<file path="config.mk">
export PLATFORM = sky130hd
export DESIGN_NAME = mux_4_1_8_bit_flat
export DESIGN_NICKNAME = d
export VERILOG_FILES = /design/src/rtl/mux_4_1_8_bit_if.sv /design/src/rtl/mux_4_1_8_bit.sv /design/src/flat_wrapper.sv
export SDC_FILE = /design/constraint.sdc
export NUM_CORES = 1
export LEC_CHECK = 0
export CAP_MARGIN = 40
export CELL_PAD_IN_SITES_DETAIL_PLACEMENT = 1
export CELL_PAD_IN_SITES_GLOBAL_PLACEMENT = 2
export CORE_UTILIZATION = 16
export DETAILED_ROUTE_END_ITERATION = 8
export GPL_TIMING_DRIVEN = 0
export HOLD_SLACK_MARGIN = 0.02
export PLACE_DENSITY_LB_ADDON = 0.1
export RECOVER_POWER = 25
export SLEW_MARGIN = 20
export SYNTH_ARGS = -nofsm -noshare
export SYNTH_HDL_FRONTEND = slang
export SYNTH_SLANG_ARGS = --single-unit
</file>
<file path="constraint.sdc">
create_clock -name i_clk -period 0.8 [get_ports i_clk]
set_input_delay 0.12 -clock i_clk [delete_from_list [all_inputs] [get_ports i_clk]]
set_output_delay 0.12 -clock i_clk [all_outputs]
set_load 0.02 [all_outputs]
</file>
<file path="src/rtl/mux_4_1_8_bit_if.sv">
// Bus bundle for the registered 4-to-1 code multiplexer.
// The o_parity signal exists only when MUX_4_1_8_BIT_PARITY_EN is defined.
interface mux_4_1_8_bit_if #(
  parameter int WIDTH = 8
);
  logic             i_en;
  logic [WIDTH-1:0] i_code_0;
  logic [WIDTH-1:0] i_code_1;
  logic [WIDTH-1:0] i_code_2;
  logic [WIDTH-1:0] i_code_3;
  logic [1:0]       i_sel_code;
  logic [WIDTH-1:0] o_code;
  logic             o_valid;
`ifdef MUX_4_1_8_BIT_PARITY_EN
  logic             o_parity;
`endif

  // Driver side: code generators and select/enable control.
  modport master (
    output i_en, i_code_0, i_code_1, i_code_2, i_code_3, i_sel_code,
`ifdef MUX_4_1_8_BIT_PARITY_EN
    input  o_parity,
`endif
    input  o_code, o_valid
  );

  // Multiplexer side.
  modport slave (
    input  i_en, i_code_0, i_code_1, i_code_2, i_code_3, i_sel_code,
`ifdef MUX_4_1_8_BIT_PARITY_EN
    output o_parity,
`endif
    output o_code, o_valid
  );
endinterface

</file>
<file path="src/rtl/mux_4_1_8_bit.sv">
// Registered 4-to-1 multiplexer with enable gating and a matching valid flag.
// Optional even-parity output enabled by defining MUX_4_1_8_BIT_PARITY_EN.
module mux_4_1_8_bit #(
  parameter int WIDTH = 8
) (
  input  logic                  i_clk,
  input  logic                  i_rst,
  mux_4_1_8_bit_if.slave        bus
);

  logic [WIDTH-1:0] next_code;
  logic [WIDTH-1:0] code_q;
  logic             valid_q;

  // NOTE: next_code is defaulted before the case so no path leaves it unassigned, avoiding a latch.
  always_comb begin
    next_code = '0;
    if (bus.i_en) begin
      unique case (bus.i_sel_code)
        2'b00: next_code = bus.i_code_0;
        2'b01: next_code = bus.i_code_1;
        2'b10: next_code = bus.i_code_2;
        2'b11: next_code = bus.i_code_3;
      endcase
    end
  end

  // NOTE: registers use non-blocking assignments so every flop samples pre-edge values.
  always_ff @(posedge i_clk or posedge i_rst) begin
    if (i_rst) begin
      code_q  <= '0;
      valid_q <= 1'b0;
    end else begin
      code_q  <= next_code;
      valid_q <= bus.i_en;
    end
  end

  assign bus.o_code  = code_q;
  assign bus.o_valid = valid_q;

`ifdef MUX_4_1_8_BIT_PARITY_EN
  logic parity_q;

  // Parity is taken from the pre-register value so it lines up with o_code.
  always_ff @(posedge i_clk or posedge i_rst) begin
    if (i_rst) parity_q <= 1'b0;
    else       parity_q <= ^next_code;
  end

  assign bus.o_parity = parity_q;
`endif

endmodule

</file>
<file path="src/flat_wrapper.sv">
// flat-port wrapper written by rule: the top's interface ports become plain ports
module mux_4_1_8_bit_flat 
#(
  parameter int WIDTH = 8
)
  (i_clk, i_rst, bus_i_en, bus_i_code_0, bus_i_code_1, bus_i_code_2, bus_i_code_3, bus_i_sel_code, bus_o_code, bus_o_valid);
  mux_4_1_8_bit_if #(.WIDTH(WIDTH)) bus_i ();
  input  logic i_clk;
  input  logic i_rst;
  input wire logic [$bits(bus_i.i_en)-1:0] bus_i_en;
  input wire logic [$bits(bus_i.i_code_0)-1:0] bus_i_code_0;
  input wire logic [$bits(bus_i.i_code_1)-1:0] bus_i_code_1;
  input wire logic [$bits(bus_i.i_code_2)-1:0] bus_i_code_2;
  input wire logic [$bits(bus_i.i_code_3)-1:0] bus_i_code_3;
  input wire logic [$bits(bus_i.i_sel_code)-1:0] bus_i_sel_code;
  output wire logic [$bits(bus_i.o_code)-1:0] bus_o_code;
  output wire logic [$bits(bus_i.o_valid)-1:0] bus_o_valid;
  assign bus_i.i_en = bus_i_en;
  assign bus_i.i_code_0 = bus_i_code_0;
  assign bus_i.i_code_1 = bus_i_code_1;
  assign bus_i.i_code_2 = bus_i_code_2;
  assign bus_i.i_code_3 = bus_i_code_3;
  assign bus_i.i_sel_code = bus_i_sel_code;
  assign bus_o_code = bus_i.o_code;
  assign bus_o_valid = bus_i.o_valid;
  mux_4_1_8_bit #(.WIDTH(WIDTH)) u_core (.i_clk(i_clk), .i_rst(i_rst), .bus(bus_i));
endmodule
</file>
==> results_dict.tcl, run 1 <==
set metrics [dict create \
    via_count 493 \
    path_max_fanout 1 \
    n_antenna_cell 0 \
    timing.fmax_mhz 1140 \
    crit_path_end_kind "output pin" \
    critPathRequiredTime_ps 680 \
    die_y_microns 57.0 \
    worst_setup_path_start_kind "flip-flop" \
    netlist_area_sq_um 484 \
    fillCellCount 320 \
    clockBufferDepth 2 \
    cts_htree_levels 1 \
    synth.distinct_cells 9 \
    viasPerCell 4.21 \
    tightest_slew_ps 308 \
    drt_wl_total_microns 1420 \
    p_int_mw 0.961 \
    maxSlewViolCount 0 \
    power_switching_mw 0.304 \
    grt_overflow_total 0 \
    placed_area_sq_um 963 \
    synth-seq-cells 9 \
    tritoncts "done" \
    grt_antenna_before_repair 0 \
    boundaryPins 46 \
    period_needed_ps 877 \
    postSynthAreaPerCell_sq_um 12.4 \
    area_growth_pct 110 \
    p_clk_frac 0.254 \
    track_usage 0.0902 \
    start_util 0.173 \
    first_global_vias 485 \
    drive_gt1_frac 0.198 \
    status "complete, but fails checks" \
    setup_violations 9 \
    ys_warn_count 0 \
    min-delay-path-class "in2reg" \
    power.share.sequential 0.400 \
    synth_top_cell_area_share 0.465 \
    synth_area_leaders "dfrtp_1 47%, mux2i_1 33%, o22ai_1 10%" \
    violations "DRC, setup timing" \
    dpl_worst_slack_ps -541 \
    dieArea_sq_mm 0.00325 \
    place.gp.congestion 0.588 \
    grt_max_degree 11 \
    final_common_cell "clkdlybuf4s50_1" \
    drtIter0Drc 8 \
    grt_setup_unrepaired "yes" \
    num-nets-final 124 \
    hold_violations 0 \
    multi_input_area_sq_um 241 \
    yosysTopAreaCell "dfrtp_1" \
    cts_buffers 3 \
    clkSinkCount 9 \
    port_buffers 44 \
    power_density_mw_per_mm2 1240 \
    critPathKind "reg2out" \
    placementRows 19 \
    drc_errors 5 \
    cts-root-buf "clkbuf_4" \
    crit_chain "buf_6" \
    relSlewSlack 0.795 \
    crit_start "u_core.bus.o_code[4]" \
    coreArea_sq_mm 0.00281 \
    min_from "bus_i_en" \
    ys_seq_area_frac 0.465 \
    p_comb_frac 0.346 \
    post-cts-setup-buffers 0 \
    final_cell_mix "32 x clkdlybuf4s50_1, 16 x mux2i_1, 10 x buf_6" \
    path_clk_slew_ps 60 \
    fin_area_sq_mm 0.00102 \
    max-vdd-ir-drop_mv 0.365 \
    synth_cells 39 \
    routedWlPerCell_microns 12.2 \
    critPathBufInv 1 \
    critPathTopFamily "flip-flops" \
    swShare 0.240 \
    grt_pass1_wl_microns 2200 \
    p_leak_nw 0.468 \
    drt_first_pass_iters 5 \
    period_share 1.10 \
    ant_nets 0 \
    dp_hpwl_microns 1230 \
    timing.hold.ws_ps 246 \
    seq_area_sq_um 225 \
    critPathMaxStageDelay_ps 380 \
    setup_ws_ps -77.3 \
    maxCapViolCount 0 \
    die_w_microns 57.0 \
    arrival_ps 760 \
    synth_nets 76 \
    cpMaxStageDelayCell "dfrtp_1" \
]
[stage by stage]
step	setup TNS [ps]	std cells	total power [mW]	util
after floorplan	0	39	0.672	-
after global placement	-6330	114	0.935	0.343
after detailed placement	-6170	114	0.938	0.343
after CTS	-731	117	1.29	0.362
after global routing	-910	117	1.34	0.362
final	-597	117	1.26	0.362
[Yosys cell counts, drive strengths merged]
library cell	count
buf	3
dfrtp	9
inv	1
mux2i	16
nand2	1
nand2b	1
o22ai	8
[cell families after synthesis]
logic type | count (synthesis) | share of synthesized area
muxes | 16 | 0.331
DFF | 9 | 0.465
AOI/OAI and AO/OA | 8 | 0.103
buffers and inverters | 4 | 0.0801
and+or+nand+nor | 2 | 0.0207
[final timing paths]
| check | endpoint | slack, ps | cells past startpoint |
|---|---|---|---|
| worst max-delay path | bus_o_code[4] | -80 | 1 |
| max in group asynchronous | u_core.bus.o_code[7] | 310 | 2 |
| min in group asynchronous | u_core.bus.o_valid | 260 | 2 |
| worst min-delay path | u_core.bus.o_valid | 250 | 1 |
[registers in the layout, indices dropped and copies added, names as in the netlist]
signal,flops
u_core.bus.o_valid,1
u_core.bus.o_code,8
[what timing repair did]
| item | CTS | global route |
|---|---|---|
| gates resized for setup | 61 | 0 |
| hold buffers | 0 | 0 |
| endpoints found under the setup margin | 17 | 9 |
[power by group through the flow]
stage,Clock [mW],Combinational (mW),Sequential [mW]
after floorplan,0,0.121,0.552
after global placement,0,0.430,0.505
after detailed placement,0,0.431,0.507
after CTS,0.340,0.447,0.507
after global routing,0.367,0.466,0.510
final,0.321,0.438,0.506
[per-layer routing]
layer	GRT usage	vias up	wire length, microns
met5	0	-	0
met4	0.0418	0	0
met3	0.0136	0	103
met2	0.153	28	715
met1	0.113	222	603
li1	-	243	-
[final cells by class]
cell class | count | area share
Sequential cell | 9 | 0.222
Inverter | 1 | 0.00369
Buffer | 2 | 0.0308
Timing Repair Buffer | 44 | 0.442
Tap cell | 31 | 0.0382
Multi-Input combinational cell | 26 | 0.238
Clock buffer | 4 | 0.0259
No activity file was read; power rests on OpenSTA's default activity.
==> run 2, diff against run 1 <==
--- a/config.mk
+++ b/config.mk
@@ -5,15 +5,16 @@
 export SDC_FILE = /design/constraint.sdc
 export NUM_CORES = 1
 export LEC_CHECK = 0
-export CAP_MARGIN = 40
+export CAP_MARGIN = 10
 export CELL_PAD_IN_SITES_DETAIL_PLACEMENT = 1
 export CELL_PAD_IN_SITES_GLOBAL_PLACEMENT = 2
-export CORE_UTILIZATION = 16
+export CORE_UTILIZATION = 15
 export DETAILED_ROUTE_END_ITERATION = 8
 export GPL_TIMING_DRIVEN = 0
 export HOLD_SLACK_MARGIN = 0.02
 export PLACE_DENSITY_LB_ADDON = 0.1
 export RECOVER_POWER = 25
+export REMOVE_ABC_BUFFERS = 1
 export SLEW_MARGIN = 20
 export SYNTH_ARGS = -nofsm -noshare
 export SYNTH_HDL_FRONTEND = slang
==> constraint.sdc (replaced) <==
create_clock -name i_clk -period 0.9 [get_ports i_clk]
set_input_delay 0.135 -clock i_clk [delete_from_list [all_inputs] [get_ports i_clk]]
set_output_delay 0.135 -clock i_clk [all_outputs]
set_load 0.02 [all_outputs]
==> results_dict.tcl, run 2 (same netlist as run 1, synthesis figures left out) <==
set metrics [dict create \
    routedWlPerCell_microns 11.4 \
    fin_tns_setup_ps -19.3 \
    p_leak_nw 0.448 \
    tightest_slew_ps 469 \
    port_buffers 45 \
    setup_ws_ps -14.2 \
    ant_nets 0 \
    cts-root-buf "clkbuf_4" \
    drc_errors 0 \
    clkSinkCount 9 \
    critPathKind "reg2out" \
    fin_cells 129 \
    viasPerCell 3.88 \
    clockBufferDepth 2 \
    start_util 0.159 \
    relSlewSlack 0.687 \
    grt_max_degree 17 \
    grt_setup_unrepaired "yes" \
    grt_overflow_total 0 \
    via_count 500 \
    finalPower_mw 1.14 \
    fillCellCount 354 \
    violations "setup timing" \
    path_max_fanout 1 \
    boundaryPins 46 \
    place.gp.congestion 0.605 \
    max-vdd-ir-drop_mv 0.289 \
    min-delay-path-class "in2async" \
    area_growth_pct 106 \
    critPathBufInv 1 \
    placed_area_sq_um 955 \
    final_cell_mix "34 x clkdlybuf4s50_1, 16 x mux2i_1, 9 x buf_6, 9 x dfrtp_1, 8 x o22ai_1" \
    track_usage 0.0968 \
    dp.cells 125 \
    dpl_worst_slack_ps -921 \
    status "complete, but fails checks" \
    n_antenna_cell 0 \
    largest_register_ffs 8 \
    drive_gt1_frac 0.176 \
    cts_htree_levels 1 \
    placementRows 20 \
    drtIter0Drc 1 \
    period_needed_ps 914 \
    cpMaxStageDelayCell "dfrtp_1" \
    grt_antenna_before_repair 0 \
    worst_setup_path_start_kind "flip-flop" \
    setup_violations 2 \
    drt_first_pass_iters 2 \
    critPathRequiredTime_ps 760 \
    maxSlewViolCount 0 \
    cts_buffers 3 \
    coreArea_sq_mm 0.00305 \
    die_y_microns 58.8 \
    die_w_microns 58.8 \
    arrival_ps 780 \
    fin_area_sq_um 997 \
    num-nets-final 123 \
    maxCapViolCount 0 \
    dp_hpwl_microns 1180 \
    power_density_mw_per_mm2 1140 \
    tritoncts "done" \
    multi_input_area_sq_um 230 \
    path_clk_slew_ps 70 \
    seq_area_sq_um 225 \
    final_common_cell "clkdlybuf4s50_1" \
    drt_wl_total_microns 1480 \
    timing.hold.ws_ps 288 \
    period_share 1.02 \
    utilization 0.327 \
    critPathTopFamily "flip-flops" \
    first_global_vias 520 \
    grt_pass1_wl_microns 2360 \
    cts_hold_buf 0 \
    dieArea_sq_mm 0.00346 \
    timing.fmax_mhz 1090 \
    crit_chain "buf_6" \
    crit_path_end_kind "output pin" \
    hold_violations 0 \
    critPathMaxStageDelay_ps 380 \
]
-- run 2: cell type report --
class	count	area share
clock buffers	4	0.0263
inverters	1	0.00376
multi-input cells	26	0.231
flip-flops and latches	9	0.226
well taps	44	0.0552
repair buffers	45	0.458
-- run 2: layer usage --
metal / up-vias / part of all wire / track usage / routed length [microns]
met2: 25 / 0.51 / 0.159 / 757
met3: 2 / 0.091 / 0.0418 / 134
li1: 237 / - / - / -
met1: 236 / 0.39 / 0.105 / 580
met5: - / 0 / 0 / 0
met4: 0 / 0.0041 / 0.0510 / 6
-- run 2: final timing paths --
check / start / depth (start not counted) / to
max in group asynchronous: i_rst / 2 / u_core.bus.o_valid
max: u_core.bus.o_code[0] / 1 / bus_o_code[0]
min: i_rst / 2 / u_core.bus.o_code[1]
min in group i_clk: bus_i_en / 1 / u_core.bus.o_valid
-- run 2: timing repair --
action                                 CTS  global route
endpoints found under the hold margin    0             0
pin swaps                                0             0
setup endpoints to repair               17            17
gates resized for setup                 60             2
buffers inserted                         0             0
-- run 2: report_power, final --
| part | switching [mW] | total (mW) | leakage (nW) | internal (mW) |
|---|---|---|---|---|
| Combinational | 0.133 | 0.372 | 0.317 | 0.239 |
| Clock | 0.150 | 0.321 | 0.0150 | 0.171 |
| Sequential | 0.0139 | 0.448 | 0.115 | 0.435 |
==> run 3, diff against run 2 <==
--- a/config.mk
+++ b/config.mk
@@ -8,6 +8,7 @@
 export CAP_MARGIN = 10
 export CELL_PAD_IN_SITES_DETAIL_PLACEMENT = 1
 export CELL_PAD_IN_SITES_GLOBAL_PLACEMENT = 2
+export CORE_MARGIN = 5
 export CORE_UTILIZATION = 15
 export DETAILED_ROUTE_END_ITERATION = 8
 export GPL_TIMING_DRIVEN = 0
==> constraint.sdc (replaced) <==
create_clock -name i_clk -period 0.9 [get_ports i_clk]
set_input_delay 0.135 -clock i_clk [delete_from_list [all_inputs] [get_ports i_clk]]
set_output_delay 0.135 -clock i_clk [all_outputs]
set_load 0.005 [all_outputs]
==> results_dict.tcl, run 3 (same netlist as run 1, synthesis figures left out) <==
set metrics [dict create \
    track_usage 0.0801 \
    critPathMaxStageDelay_ps 360 \
    placementRows 20 \
    min_from "bus_i_en" \
    cpMaxStageDelayCell "dfrtp_1" \
    port_buffers 45 \
    largest_register_ffs 8 \
    clockBufferDepth 2 \
    tightest_slew_ps 464 \
    path_max_fanout 1 \
    post-cts-setup-buffers 0 \
    crit_start "u_core.bus.o_code[1]" \
    area_growth_pct 94.1 \
    use_met2 0.135 \
    timing.fmax_mhz 1140 \
    crit_chain "buf_2" \
    drtIter0Drc 7 \
    clkSinkCount 9 \
    setup_violations 0 \
    grt_pass1_wl_microns 2680 \
    boundaryPins 46 \
    via_count 492 \
    busiest_layer "met2" \
    tritoncts "done" \
    drc_errors 0 \
    maxCapViolCount 0 \
    min-delay-path-class "in2reg" \
    die_y_microns 66.8 \
    num-nets-final 123 \
    final_cell_mix "33 x clkdlybuf4s50_1, 16 x mux2i_1, 10 x buf_2" \
    hold_violations 0 \
    drt_wl_total_microns 1640 \
    grt_overflow_total 0 \
    critPathBufInv 1 \
    critPathRequiredTime_ps 760 \
    cts_htree_levels 1 \
    critPathKind "reg2out" \
    crit_path_end_kind "output pin" \
    viasPerCell 3.81 \
    cts-root-buf "clkbuf_4" \
    die_w_microns 66.8 \
    relSlewSlack 0.690 \
    place.gp.congestion 0.586 \
    grt_max_degree 17 \
    drive_gt1_frac 0.176 \
    arrival_ps 740 \
    dp_hpwl_microns 1340 \
    grt_antenna_before_repair 0 \
    p_leak_nw 0.437 \
    period_needed_ps 878 \
    maxSlewViolCount 0 \
    start_util 0.157 \
    period_share 0.976 \
    max-vdd-ir-drop_mv 0.328 \
    fin_tns_setup_ps 0 \
    cts_hold_buf 0 \
    grt_setup_unrepaired "yes" \
    dieArea_sq_mm 0.00446 \
    critPathTopFamily "flip-flops" \
    status "finished clean" \
    final_common_cell "clkdlybuf4s50_1" \
    first_global_vias 580 \
    gr-usage-met1 0.0887 \
    path_clk_slew_ps 60 \
    power_density_mw_per_mm2 1120 \
    routedWlPerCell_microns 12.7 \
    cts_buffers 3 \
    timing.hold.ws_ps 116 \
    drt_first_pass_iters 2 \
    n_antenna_cell 0 \
    coreArea_sq_mm 0.00308 \
    met3_usage 0.0337 \
    ant_nets 0 \
    worst_setup_path_start_kind "flip-flop" \
]
-- run 3: cell type report --
class                      instances  area [sq um]
fill                             366          2140
timing repair buffer              45           394
multi-input combinational         26           235
sequential                         9           225
tap                               44          55.1
clock buffer                       4          26.3
inverter                           1          3.75
-- run 3: layer usage --
metal / wire [microns] / part of all wire
met5: 0 / 0
met4: 0 / 0
met3: 168 / 0.10
met2: 802 / 0.49
met1: 673 / 0.41
-- run 3: path summary, 6_finish.rpt --
kind,cells after the start,slack [ps],to
max,1,20,bus_o_code[1]
min,1,120,u_core.bus.o_valid
max in group asynchronous,2,360,u_core.bus.o_code[7]
min in group asynchronous,2,280,u_core.bus.o_code[0]
-- run 3: stage by stage --
step	power, mW	cells	utilization	cell area, sq um	setup slack, ps
after global placement	0.786	125	0.310	955	-937
after CTS	1.08	129	0.304	936	-1.81
after detailed placement	0.790	125	0.310	955	-945
final	1.05	129	0.305	940	22.0
after global routing	1.13	129	0.305	940	-31.2
after floorplan	0.533	36	-	449	302
-- run 3: report_power, final --
| part | switching [mW] | total [mW] | internal [mW] |
|---|---|---|---|
| registers | 0.00728 | 0.442 | 0.434 |
| logic | 0.101 | 0.301 | 0.201 |
| clock network | 0.138 | 0.309 | 0.171 |
-- run 3: what timing repair did --
action / 4_1_cts / 5_1_grt
gates resized for setup: 43 / 3
cloned: 0 / 0
setup endpoints to repair: 17 / 11
